**src/rtl/rotation_monitor.sv**
```systemverilog
// Receive-side checker for a circular shift register bus.
// Classifies each word change as rotate, ambiguous rotate or jump.
module rotation_monitor #(
  parameter int N     = 6,
  parameter int CNT_W = 8
) (
  input  logic                 clk,
  input  logic                 reset,
  input  logic                 clear,
  input  logic [N-1:0]         q_in,
  output logic [$clog2(N)-1:0] pos,
  output logic                 onehot,
  output logic                 dir,
  output logic                 locked,
  output logic                 step_pulse,
  output logic                 jump_pulse,
  output logic [CNT_W-1:0]     steps,
  output logic [CNT_W-1:0]     revs,
  output logic                 err
);

  localparam int PW = $clog2(N);

  typedef enum logic [1:0] {
    SYNC,
    LOCK_UP,
    LOCK_DOWN
  } state_t;

  state_t state, state_nx;

  logic [N-1:0]  q_s, q_p;
  logic [N-1:0]  rotl, rotr;
  logic          loaded, primed;
  logic          eq, ml, mr;
  logic          ev_up, ev_dn, ev_amb, ev_jmp;
  logic          ev_step;
  logic [PW-1:0] ph, ph_nx, ph_inc;
  logic [PW-1:0] pos_nx;
  logic          ph_wrap;
  logic          dir_nx, rev_inc, err_set;

  assign rotl = {q_p[N-2:0], q_p[N-1]};
  assign rotr = {q_p[0], q_p[N-1:1]};
  assign eq   = (q_s == q_p);
  assign ml   = (q_s == rotl);
  assign mr   = (q_s == rotr);

  always_comb begin
    ev_up  = 1'b0;
    ev_dn  = 1'b0;
    ev_amb = 1'b0;
    ev_jmp = 1'b0;
    if (primed) begin
      unique case (1'b1)
        eq:                ev_jmp = 1'b0;
        (!eq && ml && mr):  ev_amb = 1'b1;
        (!eq && ml && !mr): ev_up  = 1'b1;
        (!eq && !ml && mr): ev_dn  = 1'b1;
        default:           ev_jmp = 1'b1;
      endcase
    end
  end

  assign ev_step = ev_up | ev_dn | ev_amb;
  assign ph_wrap = (ph == PW'(N - 1));
  assign ph_inc  = ph_wrap ? '0 : ph + PW'(1);
  assign locked  = (state != SYNC);

  always_comb begin
    state_nx = state;
    dir_nx   = dir;
    ph_nx    = ph;
    rev_inc  = 1'b0;
    err_set  = 1'b0;
    unique case (state)
      SYNC: begin
        if (ev_up) begin
          state_nx = LOCK_UP;
          dir_nx   = 1'b1;
          ph_nx    = PW'(1);
        end else if (ev_dn) begin
          state_nx = LOCK_DOWN;
          dir_nx   = 1'b0;
          ph_nx    = PW'(1);
        end
      end
      LOCK_UP: begin
        if (ev_up || ev_amb) begin
          ph_nx   = ph_inc;
          rev_inc = ph_wrap;
        end else if (ev_dn) begin
          state_nx = LOCK_DOWN;
          dir_nx   = 1'b0;
          ph_nx    = PW'(1);
        end else if (ev_jmp) begin
          state_nx = SYNC;
          err_set  = 1'b1;
          ph_nx    = '0;
        end
      end
      LOCK_DOWN: begin
        if (ev_dn || ev_amb) begin
          ph_nx   = ph_inc;
          rev_inc = ph_wrap;
        end else if (ev_up) begin
          state_nx = LOCK_UP;
          dir_nx   = 1'b1;
          ph_nx    = PW'(1);
        end else if (ev_jmp) begin
          state_nx = SYNC;
          err_set  = 1'b1;
          ph_nx    = '0;
        end
      end
      default: state_nx = SYNC;
    endcase
  end

  always_comb begin
    pos_nx = '0;
    for (int i = 0; i < N; i++) begin
      if (q_s[i]) pos_nx = PW'(i);
    end
  end

  always_ff @(posedge clk) begin
    if (reset) state <= SYNC;
    else       state <= state_nx;
  end

  always_ff @(posedge clk) begin
    if (reset) begin
      q_s        <= '0;
      q_p        <= '0;
      loaded     <= 1'b0;
      primed     <= 1'b0;
      dir        <= 1'b0;
      step_pulse <= 1'b0;
      jump_pulse <= 1'b0;
      onehot     <= 1'b0;
      pos        <= '0;
      steps      <= '0;
      revs       <= '0;
      err        <= 1'b0;
      ph         <= '0;
    end else begin
      q_s        <= q_in;
      q_p        <= q_s;
      loaded     <= 1'b1;
      primed     <= loaded;
      dir        <= dir_nx;
      step_pulse <= ev_step;
      jump_pulse <= ev_jmp;
      onehot     <= $onehot(q_s);
      if ($onehot(q_s)) pos <= pos_nx;
      // clear overrides the counters but not the FSM move
      if (clear) begin
        steps <= '0;
        revs  <= '0;
        err   <= 1'b0;
        ph    <= '0;
      end else begin
        if (ev_step) steps <= steps + CNT_W'(1);
        if (rev_inc && revs != '1) revs <= revs + CNT_W'(1);
        if (err_set) err <= 1'b1;
        ph <= ph_nx;
      end
    end
  end

endmodule
```
**config.mk**
```make
export PLATFORM = sky130hd
export DESIGN_NAME = rotation_monitor
export DESIGN_NICKNAME = d
export VERILOG_FILES = /design/src/rtl/rotation_monitor.sv
export SDC_FILE = /design/constraint.sdc
export NUM_CORES = 1
export LEC_CHECK = 0
export ABC_CLOCK_PERIOD_IN_PS = 3300
export BUFFER_PORTS_ARGS = -buffer_cell sky130_fd_sc_hd__clkbuf_2
export CELL_PAD_IN_SITES_DETAIL_PLACEMENT = 0
export CELL_PAD_IN_SITES_GLOBAL_PLACEMENT = 1
export CORE_ASPECT_RATIO = 0.7
export CORE_UTILIZATION = 44
export CTS_BUF_LIST = sky130_fd_sc_hd__clkbuf_8
export DETAILED_ROUTE_END_ITERATION = 12
export HOLD_SLACK_MARGIN = 0.02
export PLACE_DENSITY_LB_ADDON = 0.05
export SYNTH_ARGS = -nofsm -noshare
export SYNTH_HDL_FRONTEND = slang
export SYNTH_SLANG_ARGS = --single-unit
export TNS_END_PERCENT = 50
```
**constraint.sdc**
```tcl
create_clock -name clk -period 3.3 [get_ports clk]
set_input_delay 0.33 -clock clk [delete_from_list [all_inputs] [get_ports clk]]
set_output_delay 0.33 -clock clk [all_outputs]
set_load 0.03 [all_outputs]
```
=== Yosys cells after proc, flatten, opt, wreduce, memory -nomap -nowiden ===
Cells that the tools add are included.

* Flip-flop bits (word level): 43
* Input port bits: 9

* $add $sub $neg: 8
* Equality and inequality tests: 12
* Muxes and demuxes: 46
* Bitwise operators: 2
* Reductions and logical operators: 19

{| class="wikitable"
|+ Operators by type and width
! cell !! count
|-
| two-way mux 3 bit || 12
|-
| two-way mux 1 bit || 22
|-
| == test 6 bit || 3
|-
| adder 8 x 1 -> 8 bit (second input constant) || 2
|-
| two-way mux 2 bit || 7
|-
| one-hot mux 3 bit (3 select lines) || 1
|-
| inequality test 8 bit (second input constant) || 1
|-
| adder 1 x 1 -> 2 bit || 3
|-
| logical AND 1 bit || 6
|-
| inequality test 2 bit (second input constant) || 3
|-
| one-hot mux 2 bit (3 select lines) || 1
|-
| one-hot mux 1 bit (2 select lines) || 2
|-
| AND reduction 4 bit || 1
|-
| OR reduction 4 bit || 1
|-
| adder 2 x 2 -> 3 bit || 1
|-
| adder 3 x 1 -> 3 bit (second input constant) || 1
|-
| adder 3 x 2 -> 3 bit || 1
|-
| == test 3 x 1 -> 1 bit (second input constant) || 1
|-
| == test 3 bit (second input constant) || 1
|-
| logical NOT 1 bit || 3
|-
| inequality test 3 bit (second input constant) || 1
|-
| one-hot mux 1 bit (3 select lines) || 1
|-
| AND reduction 3 bit || 1
|-
| nonzero test 3 bit || 1
|-
| other kinds (8) || 10
|}

=== Depth between registers and ports, before layout ===
* Depth after elaboration: 11
* Depth in mapped cells: 10
* Gate-level depth less buffers: 10

=== Worst setup path after synthesis ===
Ideal clock, no wire load.

* Kind: flip-flop to flip-flop
* Start: register q_s[0]
* End: register pos[2]
* Arrival: 2.569 ns
* Path slack: 0.645 ns
* Cell stages (with the launch flop): 11
* Path buffers: 0
* Period minus slack after synthesis: 2.655 ns
* Cells stage by stage: dfxtp_1 -> fa_1 -> inv_1 -> fa_1 -> inv_1 -> ha_1 -> fa_1 -> nor2_1 -> and2_1 -> nor2_1 -> a211oi_1

* Cells in the longest elaborated chain, start to end: 4

{| class="wikitable"
|+ RTL lines
! what !! RTL line !! RTL
|-
| start: declaration || 32 || <nowiki>logic [N-1:0] q_s, q_p;</nowiki>
|-
| start signal: assignment || 148 || <nowiki>q_s <= q_in;</nowiki>
|-
| adder 1 x 1 -> 2 bit (not written as such) || 156 || <nowiki>if ($onehot(q_s)) pos <= pos_nx;</nowiki>
|-
| adder 2 x 2 -> 3 bit (not written as such) || 156 ||
|-
| adder 3 x 2 -> 3 bit (not written as such) || 156 ||
|-
| == test 3 x 1 -> 1 bit || 156 ||
|-
| end signal: assignment || 156 ||
|-
| end: declaration || 11 || <nowiki>output logic [$clog2(N)-1:0] pos,</nowiki>
|}

No other way between the ends.
A chain may end at the register's enable or synchronous reset.

=== Final worst setup path ===
Ends and elaborated chain as after synthesis.

==> metrics.txt <==
Clock Skews 4.90 ps; initial antenna violation count 0; vias in the first global route 1590; number of max-cap violations 0; Routed wire per std cell 12.9 um; Ports 34; final cell count without fillers 355; setup violators final 0; P&R area growth vs syn 14.4%; Starting DRT DRC Count between 60 and 70; status completed; Net Switching approximately 390 uW; CP max-delay cell fa_1; die height 61.6 um; Max Clk Rate ~0.36 GHz; fin crit period between 2000 and 3000 ps; Post-Syn Nets 273; commonest non-fill, non-tap cells in the layout 43 x dfxtp_1, 33 x clkbuf_2, 26 x nor2_1; pin count of the biggest net entering global routing 26; Reg clk slew, reported paths 90 ps; crit share post-route 84.2%; EDFF count, synth 0; Fin Setup TNS 0 ps; top post-synthesis cells by area dfxtp_1 39%, xnor2_1 7.8%, nor2_1 4.4%, ha_1 3.9%, nor2b_1 3.6%; first-pass GRT wire length 7690 um; crit path kind flop to flop; synth warn 0; CP max FO 5; Crit path top cell by count fa_1; die width 87.2 um; P_int about 900 uW; crit path cell chain fa_1 > inv_1 > fa_1 > inv_1 > ha_1 > fa_1 > nor2_1 > and2_1 > nor2_1 > a211oi_1; CP Data Arrival Time 2990 ps; Async S/R FF share, synth 0%; fillers 482; syn_area_per_cell about 9 um^2; vias per std cell 4.99; H-Tree Depth 2; root buffer cell clkbuf_8; Startpoint Class flop; total number of vias between 1500 and 2000; post-synth top area cell dfxtp_1; clock buffer depth 2; critical path's top delay family adder cells; placer congestion estimate slightly below 0.8; total die area 0.00538 mm^2; worst setup margin 521 ps; layout cells sized above 1 18.9%; WL final 4570 um; setup bufs post-CTS 0; Gate power share 21.5%; initial core utilization 46.2%; RSZ-0062 raised after global routing no; CP Capture Type flop; final hold slack 235 ps; PD cells 506 mW/mm^2; Synth Instances 254; Max VDD drop 0.000246 V; synthesized area roughly 0.0022 mm^2; core area about 0.0048 mm^2; Post-Place Cells about 350; CTS Hold Buffers Added 0; Buf+Inv Stages, Crit Path 2; Routed Antenna Nets 0; post-synthesis cell type count 48; nets between 300 and 400; Gates resized, CTS repair 0; area of the multi-input gates 0.00124 mm^2; max-slew violations 0; Tot Pwr 1.29 mW; Place WS 524 ps; Flop pwr share 44.4%; clock latency on the worst-skew pair slightly below 300 ps; Total GRT Usage 18.8%; Antenna Cells 0; FF+latch count, synth 43; fraction of power consumed by the clock network 34.2%; Largest stage delay, worst path ~550 ps; Port Buf Inserts 33; sw frac a little under a third; Crit path required time 3510 ps; Final HPWL DP between 3000 and 4000 um; worst slew pin tran 716 ps; GRT overflow 0; cts bufs inserted 5; Post-route DRC 0; CTS sink count 43; Rel. slew slack 52.0%; Final Hold Viols 0; Leakage Power 1.01 nW; top cell type's share of synthesized area 38.5%; CTS tree done; Hold WC Path Type primary input to flop; drt pass-1 iters 4; Main synth FF type dfxtp_1; Seq/Total Area, Yosys 38.5%; register area 861 um^2; row cnt 21; most common cell after layout, fill and taps aside dfxtp_1
-- per-stage QoR --
step                      area, um^2  utilization [%]
after floorplan                 2240                -
after global placement          2440             50.4
after detailed placement        2440             50.4
after CTS                       2560             52.9
after global routing            2560             52.9
final                           2560             52.9
-- kinds of logic after synthesis --
group	synth area share (%)
AOI/OAI and AO/OA	13.7
xor gates and xnor gates	11.7
adders and majority gates	6.60
buffers and inverters	5.93
DFF	38.5
muxes	1.79
and+or+nand+nor	21.8
-- worst paths after layout --
check,cells after the start,start,endpoint,slack [ps]
worst min-delay path,2,q_in[5],q_s[5]$_SDFF_PP0_,230
worst max-delay path,10,q_s[0]$_SDFF_PP0_,pos[2]$_SDFFE_PP0P_,520
worst max register to register,10,q_s[0]$_SDFF_PP0_,pos[2]$_SDFFE_PP0P_,520
worst min register to register,1,loaded$_DFF_P_,primed$_SDFF_PP0_,460
-- power groups by stage --
| stage | Clock (mW) | Sequential, mW | Combinational [mW] |
|---|---|---|---|
| 3_3_place_gp | 0 | 0.585 | 0.277 |
| 3_5_place_dp | 0 | 0.586 | 0.276 |
| 2_1_floorplan | 0 | 0.603 | 0.195 |
| 4_1_cts | 0.450 | 0.574 | 0.277 |
| 6_report | 0.442 | 0.574 | 0.278 |
| 5_1_grt | 0.485 | 0.579 | 0.311 |
-- layer usage --
metal  GRT usage [%]  up-vias  wire, um
li1                -      924         -
met1            28.3      813      2590
met2            27.1       30      1800
met3            4.83        3       176
met4            3.51        0        14
met5               0        -         0
-- layout make-up --
type / instances / share of cell area, %
Timing Repair Buffer: 36 / 7.33
Clock inverter: 2 / 1.52
Sequential cell: 43 / 33.6
Inverter: 16 / 2.35
Multi-Input combinational cell: 183 / 48.6
Clock buffer: 6 / 3.23
Tap cell: 69 / 3.37
-- worst register-to-register path: stages, from the launching register on --
cell,delay [ps]
dfxtp_1,400
fa_1,550
inv_1,50
fa_1,480
inv_1,40
ha_1,180
fa_1,420
nor2_1,130
and2_1,210
nor2_1,60
a211oi_1,180
-- synth_stat cells (3+ instances only) --
cell type and instances:
dfxtp_1 43, inv_1 16, ha_1 7, o21ai_0 12
xnor2_1 20, nand2_1 13, a31oi_1 3, or2_2 3
fa_1 3, nor4_1 4, nor2_1 26, buf_2 4
clkbuf_1 4, or3_1 5, a211oi_1 3, buf_6 3
a21oi_1 10, nor2b_1 13, mux2i_1 4, nand3_1 9
xor2_1 8, nor3_1 9
-- flip-flops by register name, summed over array words and instances, names as in the netlist, 2 cells and up --
register / count
q_p: 6
pos: 3
state: 2
revs: 8
q_s: 6
steps: 8
ph: 3
(Power assumes the default switching activity.)
